**config.mk**
```make
export PLATFORM = sky130hd
export DESIGN_NAME = sram_axi_bridge
export DESIGN_NICKNAME = d
export VERILOG_FILES = /design/src/rtl/bridge_pkg.sv /design/src/rtl/addr_xlate.sv /design/src/rtl/sram_axi_bridge.sv
export SDC_FILE = /design/constraint.sdc
export NUM_CORES = 1
export LEC_CHECK = 0
export ABC_AREA = 1
export CAP_MARGIN = 0
export CORE_UTILIZATION = 45
export CTS_CLUSTER_DIAMETER = 50
export DETAILED_ROUTE_END_ITERATION = 8
export DONT_BUFFER_PORTS = 1
export PLACE_DENSITY = 0.61
export RECOVER_POWER = 100
export SLEW_MARGIN = 10
export SYNTH_ARGS = -nofsm -noshare
export SYNTH_HDL_FRONTEND = slang
export SYNTH_SLANG_ARGS = --single-unit
```
**constraint.sdc**
```tcl
create_clock -name clk -period 6.52 [get_ports clk]
set_clock_uncertainty 0.05 [all_clocks]
set_input_delay 1.304 -clock clk [delete_from_list [all_inputs] [get_ports clk]]
set_output_delay 1.304 -clock clk [all_outputs]
set_load 0.05 [all_outputs]
```
**src/rtl/bridge_pkg.sv**
```systemverilog
// Shared types and constants for the SRAM-to-AXI4-Lite bridge.
// Holds the FSM encoding, AXI response codes and kseg segment tags.
package bridge_pkg;

  typedef enum logic [2:0] {
    S_IDLE,
    S_D_AR,
    S_D_R,
    S_D_AW,
    S_D_B,
    S_I_AR,
    S_I_R,
    S_DONE
  } state_t;

  localparam logic [1:0] AXI_OKAY = 2'b00;

  localparam logic [2:0] KSEG0 = 3'b100;
  localparam logic [2:0] KSEG1 = 3'b101;

endpackage

```
**src/rtl/addr_xlate.sv**
```systemverilog
// Fixed virtual-to-physical mapper: kseg0/kseg1 fold onto
// physical zero, every other segment passes through unchanged.
module addr_xlate
  import bridge_pkg::*;
#(
  parameter int ADDR_W = 32
) (
  input  logic [ADDR_W-1:0] i_vaddr,
  output logic [ADDR_W-1:0] o_paddr
);

  logic [2:0] w_seg;

  assign w_seg = i_vaddr[ADDR_W-1 -: 3];

  always_comb begin
    o_paddr = i_vaddr;
    if (w_seg == KSEG0 || w_seg == KSEG1)
      o_paddr[ADDR_W-1 -: 3] = 3'b000;
  end

endmodule

```
**src/rtl/sram_axi_bridge.sv**
```systemverilog
// Serialises the core's instruction and data SRAM ports onto
// one single-beat AXI4-Lite master; data wins arbitration.
module sram_axi_bridge
  import bridge_pkg::*;
#(
  parameter int ADDR_W = 32,
  parameter int DATA_W = 32
) (
  input  logic                clk,
  input  logic                rst,
  input  logic                inst_sram_en,
  input  logic [DATA_W/8-1:0] inst_sram_wen,
  input  logic [ADDR_W-1:0]   inst_sram_addr,
  output logic [DATA_W-1:0]   inst_sram_rdata,
  input  logic                data_sram_en,
  input  logic [DATA_W/8-1:0] data_sram_wen,
  input  logic [ADDR_W-1:0]   data_sram_addr,
  input  logic [DATA_W-1:0]   data_sram_wdata,
  output logic [DATA_W-1:0]   data_sram_rdata,
  output logic                stallreq,
  output logic                bus_err,
  output logic [ADDR_W-1:0]   araddr,
  output logic                arvalid,
  input  logic                arready,
  input  logic [DATA_W-1:0]   rdata,
  input  logic [1:0]          rresp,
  input  logic                rvalid,
  output logic                rready,
  output logic [ADDR_W-1:0]   awaddr,
  output logic                awvalid,
  input  logic                awready,
  output logic [DATA_W-1:0]   wdata,
  output logic [DATA_W/8-1:0] wstrb,
  output logic                wvalid,
  input  logic                wready,
  input  logic [1:0]          bresp,
  input  logic                bvalid,
  output logic                bready
);

  state_t              r_state;
  logic                r_d_done;
  logic                r_i_done;
  logic [ADDR_W-1:0]   r_araddr;
  logic                r_arvalid;
  logic                r_rready;
  logic [ADDR_W-1:0]   r_awaddr;
  logic                r_awvalid;
  logic [DATA_W-1:0]   r_wdata;
  logic [DATA_W/8-1:0] r_wstrb;
  logic                r_wvalid;
  logic                r_bready;
  logic                r_bus_err;
  logic [DATA_W-1:0]   r_inst_rdata;
  logic [DATA_W-1:0]   r_data_rdata;

  logic                w_d_pend;
  logic                w_i_pend;
  logic [ADDR_W-1:0]   w_vaddr;
  logic [ADDR_W-1:0]   w_paddr;
  logic                w_unused;

  assign w_unused = ^inst_sram_wen;

  assign w_d_pend = data_sram_en & ~r_d_done;
  assign w_i_pend = inst_sram_en & ~r_i_done;
  assign stallreq = ~rst & (w_d_pend | w_i_pend);
  assign w_vaddr  = w_d_pend ? data_sram_addr : inst_sram_addr;

  addr_xlate #(.ADDR_W(ADDR_W)) u_xlate (
    .i_vaddr (w_vaddr),
    .o_paddr (w_paddr)
  );

  assign araddr          = r_araddr;
  assign arvalid         = r_arvalid;
  assign rready          = r_rready;
  assign awaddr          = r_awaddr;
  assign awvalid         = r_awvalid;
  assign wdata           = r_wdata;
  assign wstrb           = r_wstrb;
  assign wvalid          = r_wvalid;
  assign bready          = r_bready;
  assign bus_err         = r_bus_err;
  assign inst_sram_rdata = r_inst_rdata;
  assign data_sram_rdata = r_data_rdata;

  always_ff @(posedge clk or posedge rst) begin
    if (rst) begin
      r_state      <= S_IDLE;
      r_d_done     <= 1'b0;
      r_i_done     <= 1'b0;
      r_araddr     <= '0;
      r_arvalid    <= 1'b0;
      r_rready     <= 1'b0;
      r_awaddr     <= '0;
      r_awvalid    <= 1'b0;
      r_wdata      <= '0;
      r_wstrb      <= '0;
      r_wvalid     <= 1'b0;
      r_bready     <= 1'b0;
      r_bus_err    <= 1'b0;
      r_inst_rdata <= '0;
      r_data_rdata <= '0;
    end else begin
      r_bus_err <= 1'b0;
      unique case (r_state)
        S_IDLE: begin
          if (w_d_pend && data_sram_wen == '0) begin
            r_araddr  <= w_paddr;
            r_arvalid <= 1'b1;
            r_state   <= S_D_AR;
          end else if (w_d_pend) begin
            r_awaddr  <= w_paddr;
            r_awvalid <= 1'b1;
            r_wdata   <= data_sram_wdata;
            r_wstrb   <= data_sram_wen;
            r_wvalid  <= 1'b1;
            r_state   <= S_D_AW;
          end else if (w_i_pend) begin
            r_araddr  <= w_paddr;
            r_arvalid <= 1'b1;
            r_state   <= S_I_AR;
          end else if (r_d_done || r_i_done) begin
            r_state <= S_DONE;
          end
        end
        S_D_AR, S_I_AR: begin
          if (arready) begin
            r_arvalid <= 1'b0;
            r_rready  <= 1'b1;
            r_state   <= (r_state == S_D_AR) ? S_D_R : S_I_R;
          end
        end
        S_D_R: begin
          if (rvalid) begin
            r_rready     <= 1'b0;
            r_data_rdata <= rdata;
            r_d_done     <= 1'b1;
            r_bus_err    <= (rresp != AXI_OKAY);
            r_state      <= w_i_pend ? S_IDLE : S_DONE;
          end
        end
        S_I_R: begin
          if (rvalid) begin
            r_rready     <= 1'b0;
            r_inst_rdata <= rdata;
            r_i_done     <= 1'b1;
            r_bus_err    <= (rresp != AXI_OKAY);
            r_state      <= w_d_pend ? S_IDLE : S_DONE;
          end
        end
        S_D_AW: begin
          // AW and W complete independently, in either order
          if (awready) r_awvalid <= 1'b0;
          if (wready)  r_wvalid  <= 1'b0;
          if ((!r_awvalid || awready) && (!r_wvalid || wready)) begin
            r_bready <= 1'b1;
            r_state  <= S_D_B;
          end
        end
        S_D_B: begin
          if (bvalid) begin
            r_bready  <= 1'b0;
            r_d_done  <= 1'b1;
            r_bus_err <= (bresp != AXI_OKAY);
            r_state   <= w_i_pend ? S_IDLE : S_DONE;
          end
        end
        S_DONE: begin
          r_d_done <= 1'b0;
          r_i_done <= 1'b0;
          r_state  <= S_IDLE;
        end
        default: r_state <= S_IDLE;
      endcase
    end
  end

endmodule

```
Word level (Yosys, flattened, before mapping)
Cells that the tools add are included.
{"block": "op_classes", "eq_ne": 23, "muxes": 42, "bitwise": 8, "reduce_logical": 33}
{"op": "$mux W32", "count": 4}
{"op": "$mux W3", "count": 13}
{"op": "$pmux W3 S7", "count": 1}
{"op": "$eq A3 B3 Y1 const B", "count": 6}
{"op": "$ne A2 B2 Y1 const B", "count": 9}
{"op": "$mux W1", "count": 16}
{"op": "$reduce_bool A2 Y1", "count": 8}
{"op": "$reduce_and A3 Y1", "count": 5}
{"op": "$pmux W1 S2", "count": 7}
{"op": "$reduce_and A4 Y1", "count": 3}
{"op": "$eq A3 B2 Y1 const B", "count": 2}
{"op": "$ne A3 B3 Y1 const B", "count": 2}
{"op": "$reduce_and A2 Y1", "count": 3}
{"op": "$reduce_and A6 Y1", "count": 1}
{"op": "$ne A5 B5 Y1 const B", "count": 1}
{"op": "$logic_not A4 Y1", "count": 1}
{"op": "$logic_or A1 B1 Y1", "count": 4}
{"op": "$ne A2 B1 Y1 const B", "count": 2}
{"op": "$not A1 Y1", "count": 4}
{"op": "$reduce_or A2 Y1", "count": 2}
{"op": "$and A1 B1 Y1", "count": 3}
{"op": "$eq A3 B1 Y1 const B", "count": 1}
{"op": "$logic_not A3 Y1", "count": 1}
{"op": "$pmux W1 S3", "count": 1}
{"op": "4 further kinds", "count": 6}
{"block": "totals", "regBits": 175, "inputBits": 149, "out_inout_bits": 171, "elab_cells": 121}

Depth between registers and ports, before layout
Gate-level depths: netlist (run 1).
{"block": "depth", "depth_word": 9, "ltp_mapped": 10}

Modules after synthesis
From an unflattened synthesis (run 1), not the netlist that was laid out.
{"block": "unflattened", "hier_cells": 872, "area_unflattened_um2": 7641.1}
{"module": "sram_axi_bridge", "n_inst": 1, "cells_each": 837, "area_per_inst_um2": 7395.8, "seq_area_each_um2": 4379.2}
{"module": "addr_xlate", "n_inst": 1, "cells_each": 35, "area_per_inst_um2": 245.2, "seq_area_each_um2": 0.0}

Worst setup path before layout (run 1)
No wires, ideal clock.
{"block": "synth_path", "path_type": "input port to output port", "startpoint": "input data_sram_en", "endpoint": "output stallreq", "arrival_time_ps": 2231, "required_time_ps": 5166, "path_slack_ps": 2935, "stages": 4, "path_buffers": 0, "path_cell_list": "nand2_2 nand2_1 inv_1 nor2_1"}
{"block": "synth_via", "elab_chain_len": 3}
{"element": "start, declared", "line_no": "sram_axi_bridge.sv:15", "text": "input logic data_sram_en,"}
{"element": "$and A1 B1 Y1", "line_no": "sram_axi_bridge.sv:65", "text": "assign w_d_pend = data_sram_en & ~r_d_done;"}
{"element": "$or A1 B1 Y1", "line_no": "sram_axi_bridge.sv:67", "text": "assign stallreq = ~rst & (w_d_pend | w_i_pend);"}
{"element": "$and A1 B1 Y1", "line_no": "sram_axi_bridge.sv:67"}
{"element": "end, declared", "line_no": "sram_axi_bridge.sv:20", "text": "output logic stallreq,"}
No other way between the ends.

Final worst setup path (run 1)
{"block": "layout_path", "startpoint": "input data_sram_en", "endpoint": "register r_awaddr[31] (netlist: awaddr[31])"}
{"block": "layout_via", "elab_chain_len": 5, "elab_cells_between_ends": 9, "classes_between": "eq/ne (2); mux (2); bitwise (2); reduce/logical (3)"}
{"element": "$and A1 B1 Y1 *", "line_no": "sram_axi_bridge.sv:65"}
{"element": "$mux W32", "line_no": "sram_axi_bridge.sv:68", "text": "assign w_vaddr = w_d_pend ? data_sram_addr : inst_sram_addr;"}
{"element": "$eq A3 B3 Y1", "line_no": "addr_xlate.sv:18", "text": "if (w_seg == KSEG0 || w_seg == KSEG1)"}
{"element": "$logic_or A1 B1 Y1", "line_no": "addr_xlate.sv:18"}
{"element": "$mux W3", "line_no": "addr_xlate.sv:18"}
{"element": "end signal, assigned", "line_no": "sram_axi_bridge.sv:114", "text": "r_awaddr <= w_paddr;"}
{"element": "end, declared", "line_no": "sram_axi_bridge.sv:47", "text": "logic [ADDR_W-1:0] r_awaddr;"}
Mark *: on every way between the ends. The rest lies on a longest branch, timed or not.
A chain may end at the register's enable or synchronous reset.

==> results.toml, run 1 <==
[outcome]
status = "finished with violations"
violations = "capacitance limit, slew limit"

[global_route]
antenna_found_initial = 0
grtUsageTotal_pct = 20.08
use_met1_pct = 23.12
gr-total-overflow = 0
first_pass_grt_wire_length_um = 25640
first_global_vias = 5068
gr-max-usage-layer = "met2"
met3_usage_pct = 6.854
grtUsageMet2_pct = 33.36
largest_net_degree_at_the_start_of_global_routing = 112

[logic_synthesis]
number_of_library_cell_types_mapped_by_synthesis = 22
synth.avg_cell_area_um2 = 8.746
ys_seq_area_share_pct = 59.96
mappedNetlistNets = 984
syn-cell-area_um2 = 7303
syn-instance-count = 835
synth-warning-count = 0
postSynthRegisterBits = 175

[run]
cap_viol_max_count = 2

[cells_and_area]
synthToLayoutAreaGrowth_pct = 6.870
final_net_count = 967
utilization_pct = 49.13
total_inserted_antenna_cells = 0
layout-drive-gt1-share_pct = 5.776
finalNonFillerCells = 1047

[timing]
setup_ws_ns = 1.744
finalHoldViolations = 0
finalCritPeriodShare_pct = 73.25
rsz0062_at_grt = "no"
setup_violations = 0
timing_worst_slew_pin_value_ns = 1.753
clock.fmax_mhz = 209.4
slew_margin_rel_pct = -17.12
period_needed_ns = 4.776
fin_tns_setup_ns = 0
final_max_slew_viol_count = 105

[cts]
cts_made_buffers = 17
insertion_delay_ns = 0.42
post_cts.repair.setup_buffers = 0
post_cts_resized = 0
cts_hold_repair.buffers = 0
cts.reportedPaths.clkPinSlew_ns = 0.06
clock_sinks = 175
clock_tree.htree_level_count = 4
ctsLongestPathBuffers = 2
tritoncts_clock_tree = "built"
clock-root-buffer = "sky130_fd_sc_hd__clkbuf_16"

[die]
floorplan.initialDensity_pct = 45.98
fp-row-count = 46
core_area_um2 = 15890
die_area_um2 = 16740
ios = 320
die_height_um = 129.4
chipWidth_um = 129.4

[placed_design]
detailedPlacementHpwl_um = 12170
globalplace.congestion = 0.8496
port-buffer-count = 0
placed_cells_incl_taps = 1015
detailedPlace.worstSlack_ns = 2.366

[routing]
vias = 5249
detail_route.first_pass.iterations = 4
drt-total-wl_um = 16820
drt-initial-drc-count = 309
vias_per_cell = 5.013
wl_per_instance_um = 16.07
drc = 0
ant_nets = 0

[critical_path]
critical_path_arrival_ns = 4.99
cp-start-kind = "primary input"
r2r_cells = 9
cp-end-kind = "flop"
startpoint = "data_sram_en"
critical_path_peak_fanout = 42
regToRegStartpoint = "r_d_done"
worstPathRequired_ns = 6.73
ff2ff_setup_slack_ns = 2.20
regToRegEndpoint = "awaddr[31]"
timing.setup.critical_path_class = "in2reg"

[hold_path]
hold_path_depth = 2
timing.hold.worst_endpoint = "r_i_done"
kind_of_path_behind_the_tightest_hold_check = "reg2reg"
holdCritStartpoint = "r_i_done"
-- cell type report --
class / instances / area (µm²)
flip-flops and latches: 175 / 4379
multi-input cells: 534 / 2223
well taps: 216 / 270.3
clock inverters: 11 / 103.9
clock buffers: 21 / 470.5
inverters: 84 / 320.3
repair buffers: 6 / 37.54
fillers: 1558 / 8080
-- critical path, cell delays in order --
cell and delay [ns]:
sky130_fd_sc_hd__nand2_1 0.79, sky130_fd_sc_hd__inv_1 0.79, sky130_fd_sc_hd__nand2_1 0.37, sky130_fd_sc_hd__nor2_2 0.05, sky130_fd_sc_hd__buf_4 0.24, sky130_fd_sc_hd__inv_2 0.53
sky130_fd_sc_hd__clkbuf_1 0.68, sky130_fd_sc_hd__o21ai_0 0.21
-- Yosys cell counts (all sizes together) --
cell type / number / share of area [%]
a31oi: 1 / 0.086
dfrtp: 175 / 60
nand2: 362 / 19
nor2: 15 / 0.87
or2: 2 / 0.17
o21ai: 138 / 10
a22oi: 2 / 0.27
clkbuf: 6 / 0.31
inv: 84 / 4.3
nand3: 12 / 0.89
a21oi: 2 / 0.14
buf: 36 / 3.8
-- registers in the layout (all words and copies together), names as in the netlist, 3 cells and up --
signal	count
araddr	32
awaddr	32
data_sram_rdata	32
inst_sram_rdata	32
wdata	32
wstrb	4
r_state	3
-- metal layers --
| layer | routed length, µm | part of all wire [%] | vias to the layer above |
|---|---|---|---|
| li1 | - | - | 2537 |
| met1 | 6593 | 39 | 2424 |
| met2 | 8051 | 48 | 248 |
| met3 | 1631 | 9.7 | 40 |
| met4 | 547 | 3.3 | 0 |
| met5 | 0 | 0 | - |
-- worst max-delay path by stage --
stage | to | slack (ns) | depth (start not counted)
floorplan | araddr[0] | 0.42 | 1
detailed placement | stallreq | 2.37 | 4
global placement | stallreq | 2.41 | 4
finish | awaddr[31] | 1.74 | 8
CTS | stallreq | 2.37 | 4
global route | awaddr[31] | 1.20 | 8
-- cells by family after synthesis --
logic type      Yosys count  synth area share [%]
simple gates            391                 20.64
buf+inv                 126                 8.463
compound gates          143                 10.93
flops                   175                 59.96
-- stage by stage --
stage / hold slack, ns / instance area, µm²
global route: 0.5439 / 7805
global placement: 0.4938 / 7323
floorplan: 0.4626 / 7303
CTS: 0.5159 / 7898
detailed placement: 0.5049 / 7323
finish: 0.5098 / 7805
-- placed cells by master (no fill, tap or decap), drive strengths merged --
| master | Yosys | layout |
|---|---|---|
| o21ai | 138 | 138 |
| or2 | 2 | 2 |
| inv | 84 | 87 |
| a31oi | 1 | 1 |
| clkinvlp | 0 | 2 |
| buf | 36 | 4 |
| nor2 | 15 | 15 |
| bufinv | 0 | 1 |
| dfrtp | 175 | 175 |
| a22oi | 2 | 2 |
| nand3 | 12 | 12 |
| clkinv | 0 | 5 |
| nand2 | 362 | 362 |
| a21oi | 2 | 2 |
| clkbuf | 6 | 23 |
Power of run 1 is not shown: default switching activity piles up to over one toggle a cycle in this logic, so the estimate is an artifact.
==> run 2: changes to the inputs <==
--- a/config.mk
+++ b/config.mk
@@ -11,7 +11,7 @@
 export CTS_CLUSTER_DIAMETER = 50
 export DETAILED_ROUTE_END_ITERATION = 8
 export DONT_BUFFER_PORTS = 1
-export PLACE_DENSITY = 0.61
+export PLACE_DENSITY = 0.63
 export RECOVER_POWER = 100
 export SLEW_MARGIN = 10
 export SYNTH_ARGS = -nofsm -noshare
==> constraint.sdc (replaced) <==
create_clock -name clk -period 4.13 [get_ports clk]
set_clock_uncertainty 0.05 [all_clocks]
set_input_delay 0.826 -clock clk [delete_from_list [all_inputs] [get_ports clk]]
set_output_delay 0.826 -clock clk [all_outputs]
set_load 0.05 [all_outputs]
==> run 2 against run 1 <==
  * The run still ends with capacitance limit, slew limit left
  * Non-clock buffer count rose by 4
  * Sequential share of layout area fell by 0.33 points
  * Final area rose by 0.59%
  * Via count fell by 2.5%
  * Flip-flop and latch count did not move
  * Utilization rose by 0.29 points
  * Global-route usage rose by 0.26 points
  * Critical path depth fell by 2
  * Count of clock-buffer cells in the layout fell by 1
  * Highest routed layer unchanged
==> results.toml, run 2 (synthesized netlist as in run 1, its figures left out) <==
[die]
die_area_um2 = 16740
core_area_um2 = 15890
fp-row-count = 46
die_height_um = 129.4
ios = 320
floorplan.initialDensity_pct = 45.98
chipWidth_um = 129.4

[critical_path]
regToRegEndpoint = "awaddr[29]"
crit_end = "stallreq"
worstPathBufferInverterCount = 3
startpoint = "r_d_done"
critical_path.top_delay_family = "simple AND/OR/NAND/NOR gates"
critical_path_depth = 6
ff2ff_setup_slack_ns = 1.04
regToRegStartpoint = "r_d_done"
r2r_cells = 8
cp-start-kind = "flop"
critical_path.cell_chain = "inv_1 -> nand2_1 -> nand2_1 -> inv_1 -> nor2_1 -> buf_4"
worstPathRequired_ns = 3.25
timing.setup.critical_path_class = "reg2out"
critical_path_peak_fanout = 36
critPathMaxStageDelay_ns = 0.67
cp-end-kind = "output port"
cpMaxStageDelayCell = "sky130_fd_sc_hd__nand2_1"
critical_path_arrival_ns = 2.39

[routing]
drt-total-wl_um = 16660
detail_route.first_pass.iterations = 4
ant_nets = 0
wl_per_instance_um = 15.85
drt-initial-drc-count = 204
vias = 5119
vias_per_cell = 4.871
drc = 0

[global_route]
first_pass_grt_wire_length_um = 25720
first_global_vias = 4955
largest_net_degree_at_the_start_of_global_routing = 65
gr-total-overflow = 0
antenna_found_initial = 0
grtUsageTotal_pct = 20.35

[hold_path]
holdCritStartpoint = "wready"
kind_of_path_behind_the_tightest_hold_check = "in2reg"

[cts]
cts_made_buffers = 17
insertion_delay_ns = 0.42
tritoncts_clock_tree = "built"
clock-root-buffer = "sky130_fd_sc_hd__clkbuf_16"
clock_sinks = 175
post_cts_resized = 0
ctsLongestPathBuffers = 2
cts_hold_repair.buffers = 0
cts.reportedPaths.clkPinSlew_ns = 0.06
clock_tree.htree_level_count = 4
post_cts.repair.setup_buffers = 0

[timing]
setup_violations = 0
finalHoldViolations = 0
timing_worst_slew_pin_value_ns = 1.872
final_max_slew_viol_count = 109
clock.fmax_mhz = 306.0
rsz0062_at_grt = "no"
slew_margin_rel_pct = -25.49
period_needed_ns = 3.268
fin_tns_setup_ns = 0
finalCritPeriodShare_pct = 79.13

[cells_and_area]
utilization_pct = 49.43
synthToLayoutAreaGrowth_pct = 7.504
most-common-layout-cells = "361 x sky130_fd_sc_hd__nand2_1, 175 x sky130_fd_sc_hd__dfrtp_1, 131 x sky130_fd_sc_hd__o21ai_0"
layout.cells.most_common = "sky130_fd_sc_hd__nand2_1"
final_net_count = 971
layout-drive-gt1-share_pct = 5.868
total_inserted_antenna_cells = 0

[placed_design]
detailedPlacementHpwl_um = 11820
globalplace.congestion = 0.8233
port-buffer-count = 0

[outcome]
status = "finished with violations"
violations = "capacitance limit, slew limit"

[run]
cap_viol_max_count = 2
-- run 2: area by class of cell --
cell class / count / area [µm²]
multi-input cells: 534 / 2225
fillers: 1571 / 8034
inverters: 84 / 316.6
well taps: 216 / 270.3
flip-flops and latches: 175 / 4379
clock buffers: 20 / 456.7
repair buffers: 10 / 71.32
clock inverters: 12 / 132.6
-- run 2: worst min-delay path by stage --
stage,to,slack [ns],depth (start not counted)
4_1_cts,wvalid,0.42,1
6_report,wvalid,0.44,1
5_1_grt,wvalid,0.42,1
3_3_place_gp,r_i_done,0.50,2
3_5_place_dp,r_i_done,0.49,2
2_1_floorplan,r_i_done,0.46,2
-- run 2: through the flow --
stage	hold slack, ns	cells	area (µm²)	setup WS (ns)
2_1_floorplan	0.4626	835	7307	1.015
3_3_place_gp	0.4953	1019	7390	1.320
3_5_place_dp	0.4924	1019	7390	1.304
4_1_cts	0.4176	1051	7979	1.215
5_1_grt	0.4178	1051	7851	0.5678
6_report	0.4354	1051	7851	0.8621
-- run 2: worst reg2reg max path, delay by kind of cell, from the launching register on --
family,cells,cell delay (ns)
compound gates,1,0.16
buf+inv,4,1.35
flops,1,0.34
simple gates,3,1.06
-- run 2: metal layers --
layer / global-route usage, % / routed length [µm] / vias up
met4: 8.235 / 248 / 0
met3: 7.927 / 1495 / 17
met5: 0 / 0 / -
met1: 23.46 / 6746 / 2341
li1: - / - / 2554
met2: 33.97 / 8168 / 207
Power of run 2 is left out for the same reason.
